<file path="src/rtl/micro_sequencer_if.sv">
// Control bus between the micro_sequencer and its surroundings (IR, memory handshake, ucode ROM).
// Optional irq signal is present when MICRO_SEQUENCER_IRQ_EN is defined.
interface micro_sequencer_if #(
  parameter int unsigned OP_W    = 8,
  parameter int unsigned STEP_W  = 4,
  parameter int unsigned STATE_W = 8
) ();
  logic                    run;
  logic [OP_W-1:0]         opcode;
  logic                    mem_ready;
  logic [OP_W+STEP_W-1:0]  ucode_addr;
  logic [STATE_W-1:0]      ucode_state;
  logic                    ucode_last;
  logic                    ucode_wait;
  logic [STATE_W-1:0]      state;
  logic                    instr_done;
  logic                    halted;
  logic                    fault;
`ifdef MICRO_SEQUENCER_IRQ_EN
  logic                    irq;
`endif

  modport master (
`ifdef MICRO_SEQUENCER_IRQ_EN
    output irq,
`endif
    output run, opcode, mem_ready, ucode_state, ucode_last, ucode_wait,
    input  ucode_addr, state, instr_done, halted, fault
  );

  modport slave (
`ifdef MICRO_SEQUENCER_IRQ_EN
    input  irq,
`endif
    input  run, opcode, mem_ready, ucode_state, ucode_last, ucode_wait,
    output ucode_addr, state, instr_done, halted, fault
  );
endinterface

</file>
<file path="src/rtl/micro_sequencer.sv">
// Microcode control sequencer: fixed fetch phase, then microcode words indexed by {opcode, ustep}.
// Define MICRO_SEQUENCER_IRQ_EN to add irq entry (IRQ_OPCODE) and irq-based halt exit.
module micro_sequencer #(
  parameter int unsigned        OP_W          = 8,
  parameter int unsigned        STEP_W        = 4,
  parameter int unsigned        STATE_W       = 8,
  parameter logic [STATE_W-1:0] ST_NEXT       = STATE_W'(8'h00),
  parameter logic [STATE_W-1:0] ST_FETCH_PC   = STATE_W'(8'h01),
  parameter logic [STATE_W-1:0] ST_FETCH_INST = STATE_W'(8'h02),
  parameter logic [STATE_W-1:0] ST_DECODE     = STATE_W'(8'h03),
  parameter logic [STATE_W-1:0] ST_HALT       = STATE_W'(8'hFF)
`ifdef MICRO_SEQUENCER_IRQ_EN
  ,
  parameter logic [OP_W-1:0]    IRQ_OPCODE    = '1
`endif
) (
  input  logic              clk,
  input  logic              reset,
  micro_sequencer_if.slave  bus
);

  typedef enum logic [2:0] {
    PhNext, PhFetchPc, PhFetchInst, PhDecode, PhExec, PhHalt
  } phase_e;

  phase_e             phase;
  logic [STATE_W-1:0] state_q, state_d;
  logic [STEP_W-1:0]  ustep_q, ustep_d;
  logic               last_q, last_d;
  logic               wait_q, wait_d;
  logic               done_q, done_d;
  logic               halted_q, halted_d;
  logic               fault_q, fault_d;
  logic               load;
  logic [OP_W-1:0]    op_eff;

`ifdef MICRO_SEQUENCER_IRQ_EN
  logic irq_mode_q, irq_mode_d;
  assign op_eff = irq_mode_q ? IRQ_OPCODE : bus.opcode;
`else
  assign op_eff = bus.opcode;
`endif

  assign bus.ucode_addr = {op_eff, ustep_q};
  assign bus.state      = state_q;
  assign bus.instr_done = done_q & bus.run;
  assign bus.halted     = halted_q;
  assign bus.fault      = fault_q;

  // Anything that is not a fixed phase code is a microcode-supplied exec state.
  always_comb begin
    if (state_q == ST_NEXT)            phase = PhNext;
    else if (state_q == ST_FETCH_PC)   phase = PhFetchPc;
    else if (state_q == ST_FETCH_INST) phase = PhFetchInst;
    else if (state_q == ST_DECODE)     phase = PhDecode;
    else if (state_q == ST_HALT)       phase = PhHalt;
    else                               phase = PhExec;
  end

  always_comb begin
    state_d  = state_q;
    ustep_d  = ustep_q;
    last_d   = last_q;
    wait_d   = wait_q;
    done_d   = 1'b0;
    halted_d = halted_q;
    fault_d  = fault_q;
    load     = 1'b0;
`ifdef MICRO_SEQUENCER_IRQ_EN
    irq_mode_d = irq_mode_q;
`endif

    unique case (phase)
      PhNext: begin
        ustep_d = '0;
`ifdef MICRO_SEQUENCER_IRQ_EN
        irq_mode_d = bus.irq;
        state_d    = bus.irq ? ST_DECODE : ST_FETCH_PC;
`else
        state_d = ST_FETCH_PC;
`endif
      end
      PhFetchPc:   state_d = ST_FETCH_INST;
      PhFetchInst: if (bus.mem_ready) state_d = ST_DECODE;
      PhDecode:    load = 1'b1;
      PhExec: begin
        if (wait_q && !bus.mem_ready) begin
          load = 1'b0;
        end else if (last_q) begin
          state_d = ST_NEXT;
          done_d  = 1'b1;
        end else if (ustep_q == '0) begin
          // ustep only reaches 0 in exec by wrapping past the top word: overflow.
          state_d = ST_NEXT;
          fault_d = 1'b1;
        end else begin
          load = 1'b1;
        end
      end
      PhHalt: begin
`ifdef MICRO_SEQUENCER_IRQ_EN
        if (bus.irq) begin
          state_d  = ST_NEXT;
          halted_d = 1'b0;
        end
`endif
      end
      default: state_d = ST_NEXT;
    endcase

    if (load) begin
      state_d  = bus.ucode_state;
      last_d   = bus.ucode_last;
      wait_d   = bus.ucode_wait;
      ustep_d  = ustep_q + STEP_W'(1);
      halted_d = (bus.ucode_state == ST_HALT);
    end
  end

  always_ff @(posedge clk) begin
    if (reset) begin
      state_q  <= ST_NEXT;
      ustep_q  <= '0;
      last_q   <= 1'b0;
      wait_q   <= 1'b0;
      done_q   <= 1'b0;
      halted_q <= 1'b0;
      fault_q  <= 1'b0;
`ifdef MICRO_SEQUENCER_IRQ_EN
      irq_mode_q <= 1'b0;
`endif
    end else if (bus.run) begin
      state_q  <= state_d;
      ustep_q  <= ustep_d;
      last_q   <= last_d;
      wait_q   <= wait_d;
      done_q   <= done_d;
      halted_q <= halted_d;
      fault_q  <= fault_d;
`ifdef MICRO_SEQUENCER_IRQ_EN
      irq_mode_q <= irq_mode_d;
`endif
    end else begin
      // Frozen: the done pulse is dropped so it cannot re-fire on resume.
      done_q <= 1'b0;
    end
  end

endmodule

</file>
<file path="src/flat_wrapper.sv">
// flat-port wrapper written by rule: the top's interface ports become plain ports
module micro_sequencer_flat 
#(
  parameter int unsigned        OP_W          = 8,
  parameter int unsigned        STEP_W        = 4,
  parameter int unsigned        STATE_W       = 8,
  parameter logic [STATE_W-1:0] ST_NEXT       = STATE_W'(8'h00),
  parameter logic [STATE_W-1:0] ST_FETCH_PC   = STATE_W'(8'h01),
  parameter logic [STATE_W-1:0] ST_FETCH_INST = STATE_W'(8'h02),
  parameter logic [STATE_W-1:0] ST_DECODE     = STATE_W'(8'h03),
  parameter logic [STATE_W-1:0] ST_HALT       = STATE_W'(8'hFF)

)
  (clk, reset, bus_run, bus_opcode, bus_mem_ready, bus_ucode_state, bus_ucode_last, bus_ucode_wait, bus_ucode_addr, bus_state, bus_instr_done, bus_halted, bus_fault);
  micro_sequencer_if #(.OP_W(OP_W), .STEP_W(STEP_W), .STATE_W(STATE_W)) bus_i ();
  input  logic clk;
  input  logic reset;
  input wire logic [$bits(bus_i.run)-1:0] bus_run;
  input wire logic [$bits(bus_i.opcode)-1:0] bus_opcode;
  input wire logic [$bits(bus_i.mem_ready)-1:0] bus_mem_ready;
  input wire logic [$bits(bus_i.ucode_state)-1:0] bus_ucode_state;
  input wire logic [$bits(bus_i.ucode_last)-1:0] bus_ucode_last;
  input wire logic [$bits(bus_i.ucode_wait)-1:0] bus_ucode_wait;
  output wire logic [$bits(bus_i.ucode_addr)-1:0] bus_ucode_addr;
  output wire logic [$bits(bus_i.state)-1:0] bus_state;
  output wire logic [$bits(bus_i.instr_done)-1:0] bus_instr_done;
  output wire logic [$bits(bus_i.halted)-1:0] bus_halted;
  output wire logic [$bits(bus_i.fault)-1:0] bus_fault;
  assign bus_i.run = bus_run;
  assign bus_i.opcode = bus_opcode;
  assign bus_i.mem_ready = bus_mem_ready;
  assign bus_i.ucode_state = bus_ucode_state;
  assign bus_i.ucode_last = bus_ucode_last;
  assign bus_i.ucode_wait = bus_ucode_wait;
  assign bus_ucode_addr = bus_i.ucode_addr;
  assign bus_state = bus_i.state;
  assign bus_instr_done = bus_i.instr_done;
  assign bus_halted = bus_i.halted;
  assign bus_fault = bus_i.fault;
  micro_sequencer #(.OP_W(OP_W), .STEP_W(STEP_W), .STATE_W(STATE_W), .ST_NEXT(ST_NEXT), .ST_FETCH_PC(ST_FETCH_PC), .ST_FETCH_INST(ST_FETCH_INST), .ST_DECODE(ST_DECODE), .ST_HALT(ST_HALT)) u_core (.clk(clk), .reset(reset), .bus(bus_i));
endmodule
</file>
<file path="config.mk">
export PLATFORM = sky130hd
export DESIGN_NAME = micro_sequencer_flat
export DESIGN_NICKNAME = d
export VERILOG_FILES = /design/src/rtl/micro_sequencer_if.sv /design/src/rtl/micro_sequencer.sv /design/src/flat_wrapper.sv
export SDC_FILE = /design/constraint.sdc
export NUM_CORES = 1
export LEC_CHECK = 0
export CAP_MARGIN = 40
export CORE_MARGIN = 2
export CORE_UTILIZATION = 37
export CTS_BUF_LIST = sky130_fd_sc_hd__clkbuf_4 sky130_fd_sc_hd__clkbuf_8
export DETAILED_ROUTE_END_ITERATION = 16
export GPL_TIMING_DRIVEN = 0
export PLACE_DENSITY_LB_ADDON = 0.1
export SETUP_SLACK_MARGIN = 0.3
export SLEW_MARGIN = 20
export SYNTH_ARGS = -nofsm -noshare
export SYNTH_HDL_FRONTEND = slang
export SYNTH_SLANG_ARGS = --single-unit
</file>
<file path="constraint.sdc">
create_clock -name clk -period 2 [get_ports clk]
set_input_delay 0.6 -clock clk [delete_from_list [all_inputs] [get_ports clk]]
set_output_delay 0.6 -clock clk [all_outputs]
set_load 0.02 [all_outputs]
</file>
==> flow_summary.toml, run 1 <==
[global_routing]
grt_first_pass_wirelength_um = 3815
antenna_found_initial = 0
grt_max_degree = 11
overflow = 0
grt_pass1_vias = 920
track_usage_pct = 18.37

[run]
maxCapViolCount = 0

[hold_path]
hp-class = "reg -> reg"
hold_start = "u_core.wait_q"
min_to = "u_core.wait_q"
hold_path_depth = 2

[finish]
most-common-layout-cells = "20 x buf_4, 17 x dlygate4sd2_1, 10 x nor2_1, 10 x clkdlybuf4s50_1"
finalNetCount = 188
area_growth_pct = 65.39
utilization_pct = 62.77
antenna_cells = 0
layout-drive-gt1-share_pct = 36.81
final_common_cell = "buf_4"

[timing]
fin_skew_ns = 0.008495
max_slew_margin_pct = 68.59
rsz0062_at_grt = "true"
tightest_slew_ns = 0.4712
hold_viol = 0
max_freq_mhz = 538.1
slew_viol_final = 0
finalSetupViolations = 0
fin_crit_ns = 1.859
finalCritPeriodShare_pct = 92.93

[critical_path]
path_class = "reg -> reg"
cp-end-kind = "flop"
r2r-end = "u_core.ustep_q[0]"
critPathMaxFanout = 7
reg2reg_depth = 7
worst_ep_required_time_ns = 2.24
r2r_slack_ns = 0.14
start_kind = "flop"
worst_ep_arrival_time_ns = 2.10
timing.rr.start = "u_core.bus.state[6]"

[die]
die_x_um = 53.72
rows = 18
die-height_um = 53.72
core_area_um2 = 2410
dieArea_um2 = 2886
pin_count = 45
start_util_pct = 37.95

[power]
power_mw = 0.7295
leakage_nw = 0.6568
ir_worst_vdd_mv = 0.3243
powerDensity_nw_per_um2 = 482.2

[route]
via_per_inst = 5.420
wl_per_cell_um = 14.34
drc = 0
dr_wl_met3_um = 177
drt_wl_total_um = 2767
drt_iter0_drc = 26
firstDrtPassIters = 4
vias = 1046
wl_met2_um = 1413
highest_layer = "met4"
ant_nets = 0
m1WireLength_um = 1147

[outcome]
status = "completed"

[placement]
numPortBuffers = 35
place_hpwl_um = 1728
gp_congestion = 0.8713

[clock_network]
cts_buffer_depth = 2
clk_pin_slew_ns = 0.11
cts_tree = "yes"
cts_max_level = 1
clkSinkCount = 17
cts_root_buffer = "clkbuf_4"
cts_buffers = 3
worstSkewPairLatency_ns = 0.30

[synthesis]
dominantRegCellSynth = "dfxtp_1"
yosysWarnings = 0
synth_edf_count = 0
syn_nets = 133
synth.avg_cell_area_um2 = 8.391
synth_seq_cells = 17
syn_area_um2 = 914.6
synth_cells = 109
netlist-cell-type-count = 33
seq_area_frac_synth_pct = 37.21
ys_async_sr_fraction_pct = 0
-- cells in the mapped netlist, types with 3 or more instances --
| library cell | count | share of area, % |
|---|---|---|
| nand4_1 | 6 | 4.1 |
| a21oi_1 | 5 | 2.7 |
| nand2_1 | 8 | 3.3 |
| dfxtp_1 | 17 | 37 |
| a22oi_1 | 6 | 4.9 |
| buf_4 | 8 | 6.6 |
| nand3_1 | 5 | 2.7 |
| a31oi_1 | 3 | 2.1 |
| nor2_1 | 11 | 4.5 |
| inv_1 | 5 | 2.1 |
-- flip-flops by register name, indices dropped and copies added (netlist names) --
signal	cells
u_core.ustep_q	4
u_core.bus.state	8
u_core.done_q	1
u_core.bus.fault	1
u_core.wait_q	1
u_core.bus.halted	1
u_core.last_q	1
-- stage by stage --
step / worst slack [ns] / cells / hold WS [ns] / TNS, ns / instance area (µm²)
3_3_place_gp: -0.5404 / 174 / 0.4422 / -6.557 / 1305
5_1_grt: 0.1134 / 193 / 0.4989 / 0 / 1513
3_5_place_dp: -0.5496 / 174 / 0.4417 / -6.866 / 1305
4_1_cts: 0.05796 / 186 / 0.4576 / 0 / 1393
2_1_floorplan: 0.05548 / 109 / 0.4281 / 0 / 917.1
6_report: 0.1414 / 193 / 0.4703 / 0 / 1513
-- what timing repair did --
action	CTS	global route
gates cloned	0	2
setup endpoints to repair	38	23
pin swaps	6	6
hold buffers	0	0
setup buffers	8	5
resized for setup	42	35
-- layout make-up --
| type | instances | area [µm²] |
|---|---|---|
| Fill cell | 229 | 897.1 |
| Multi-Input combinational cell | 74 | 541.8 |
| Timing Repair Buffer | 50 | 429.2 |
| Sequential cell | 17 | 356.6 |
| Buffer | 13 | 101.3 |
| Tap cell | 30 | 37.54 |
| Clock buffer | 3 | 22.52 |
| Inverter | 5 | 18.77 |
| Clock inverter | 1 | 5.005 |
-- logic make-up (layout without fill, tap and decap cells) --
family                     count (synthesis)  in the layout  synth area share, %
and+or+nand+nor                           47             47                29.00
buffers and inverters                     18             72                11.76
AOI/OAI and AO/OA                         24             24                18.06
adders and majority gates                  2              2                2.736
DFF                                       17             17                37.21
muxes                                      1              1                1.231
-- where the power goes --
part,internal [mW],switching [mW]
logic,0.0938,0.0866
registers,0.345,0.0111
clock network,0.0745,0.119
-- worst max-delay path, stage by stage, from the launching register on --
cell,delay [ns]
dfxtp_4,0.38
nor4_4,0.44
nand4_1,0.21
o31a_1,0.16
buf_6,0.13
buf_6,0.11
mux2_4,0.28
nor2_1,0.08
-- layer usage --
layer	vias to the layer above	track usage, %
met1	493	20.44
met3	5	3.056
met2	46	32.93
li1	502	-
met5	-	0
met4	0	9.829
-- worst max-delay path by stage --
stage                        endpoint                start  slack (ns)  cells after the start
floorplan           u_core.bus.halted        bus_mem_ready        0.06                      6
global placement    u_core.bus.halted        bus_mem_ready       -0.54                      7
detailed placement  u_core.bus.halted        bus_mem_ready       -0.55                      7
CTS                 u_core.ustep_q[0]    u_core.ustep_q[0]        0.06                      8
global route        u_core.ustep_q[0]  u_core.bus.state[6]        0.11                      7
finish              u_core.ustep_q[0]  u_core.bus.state[6]        0.14                      7
No activity file was read; power rests on OpenSTA's default activity.
==> run 2: changes to the inputs <==
--- a/config.mk
+++ b/config.mk
@@ -5,7 +5,7 @@
 export SDC_FILE = /design/constraint.sdc
 export NUM_CORES = 1
 export LEC_CHECK = 0
-export CAP_MARGIN = 40
+export CAP_MARGIN = 20
 export CORE_MARGIN = 2
 export CORE_UTILIZATION = 37
 export CTS_BUF_LIST = sky130_fd_sc_hd__clkbuf_4 sky130_fd_sc_hd__clkbuf_8
==> results of run 2 <==
Same layout as run 1: the final DEF is identical, and so are final timing and power.
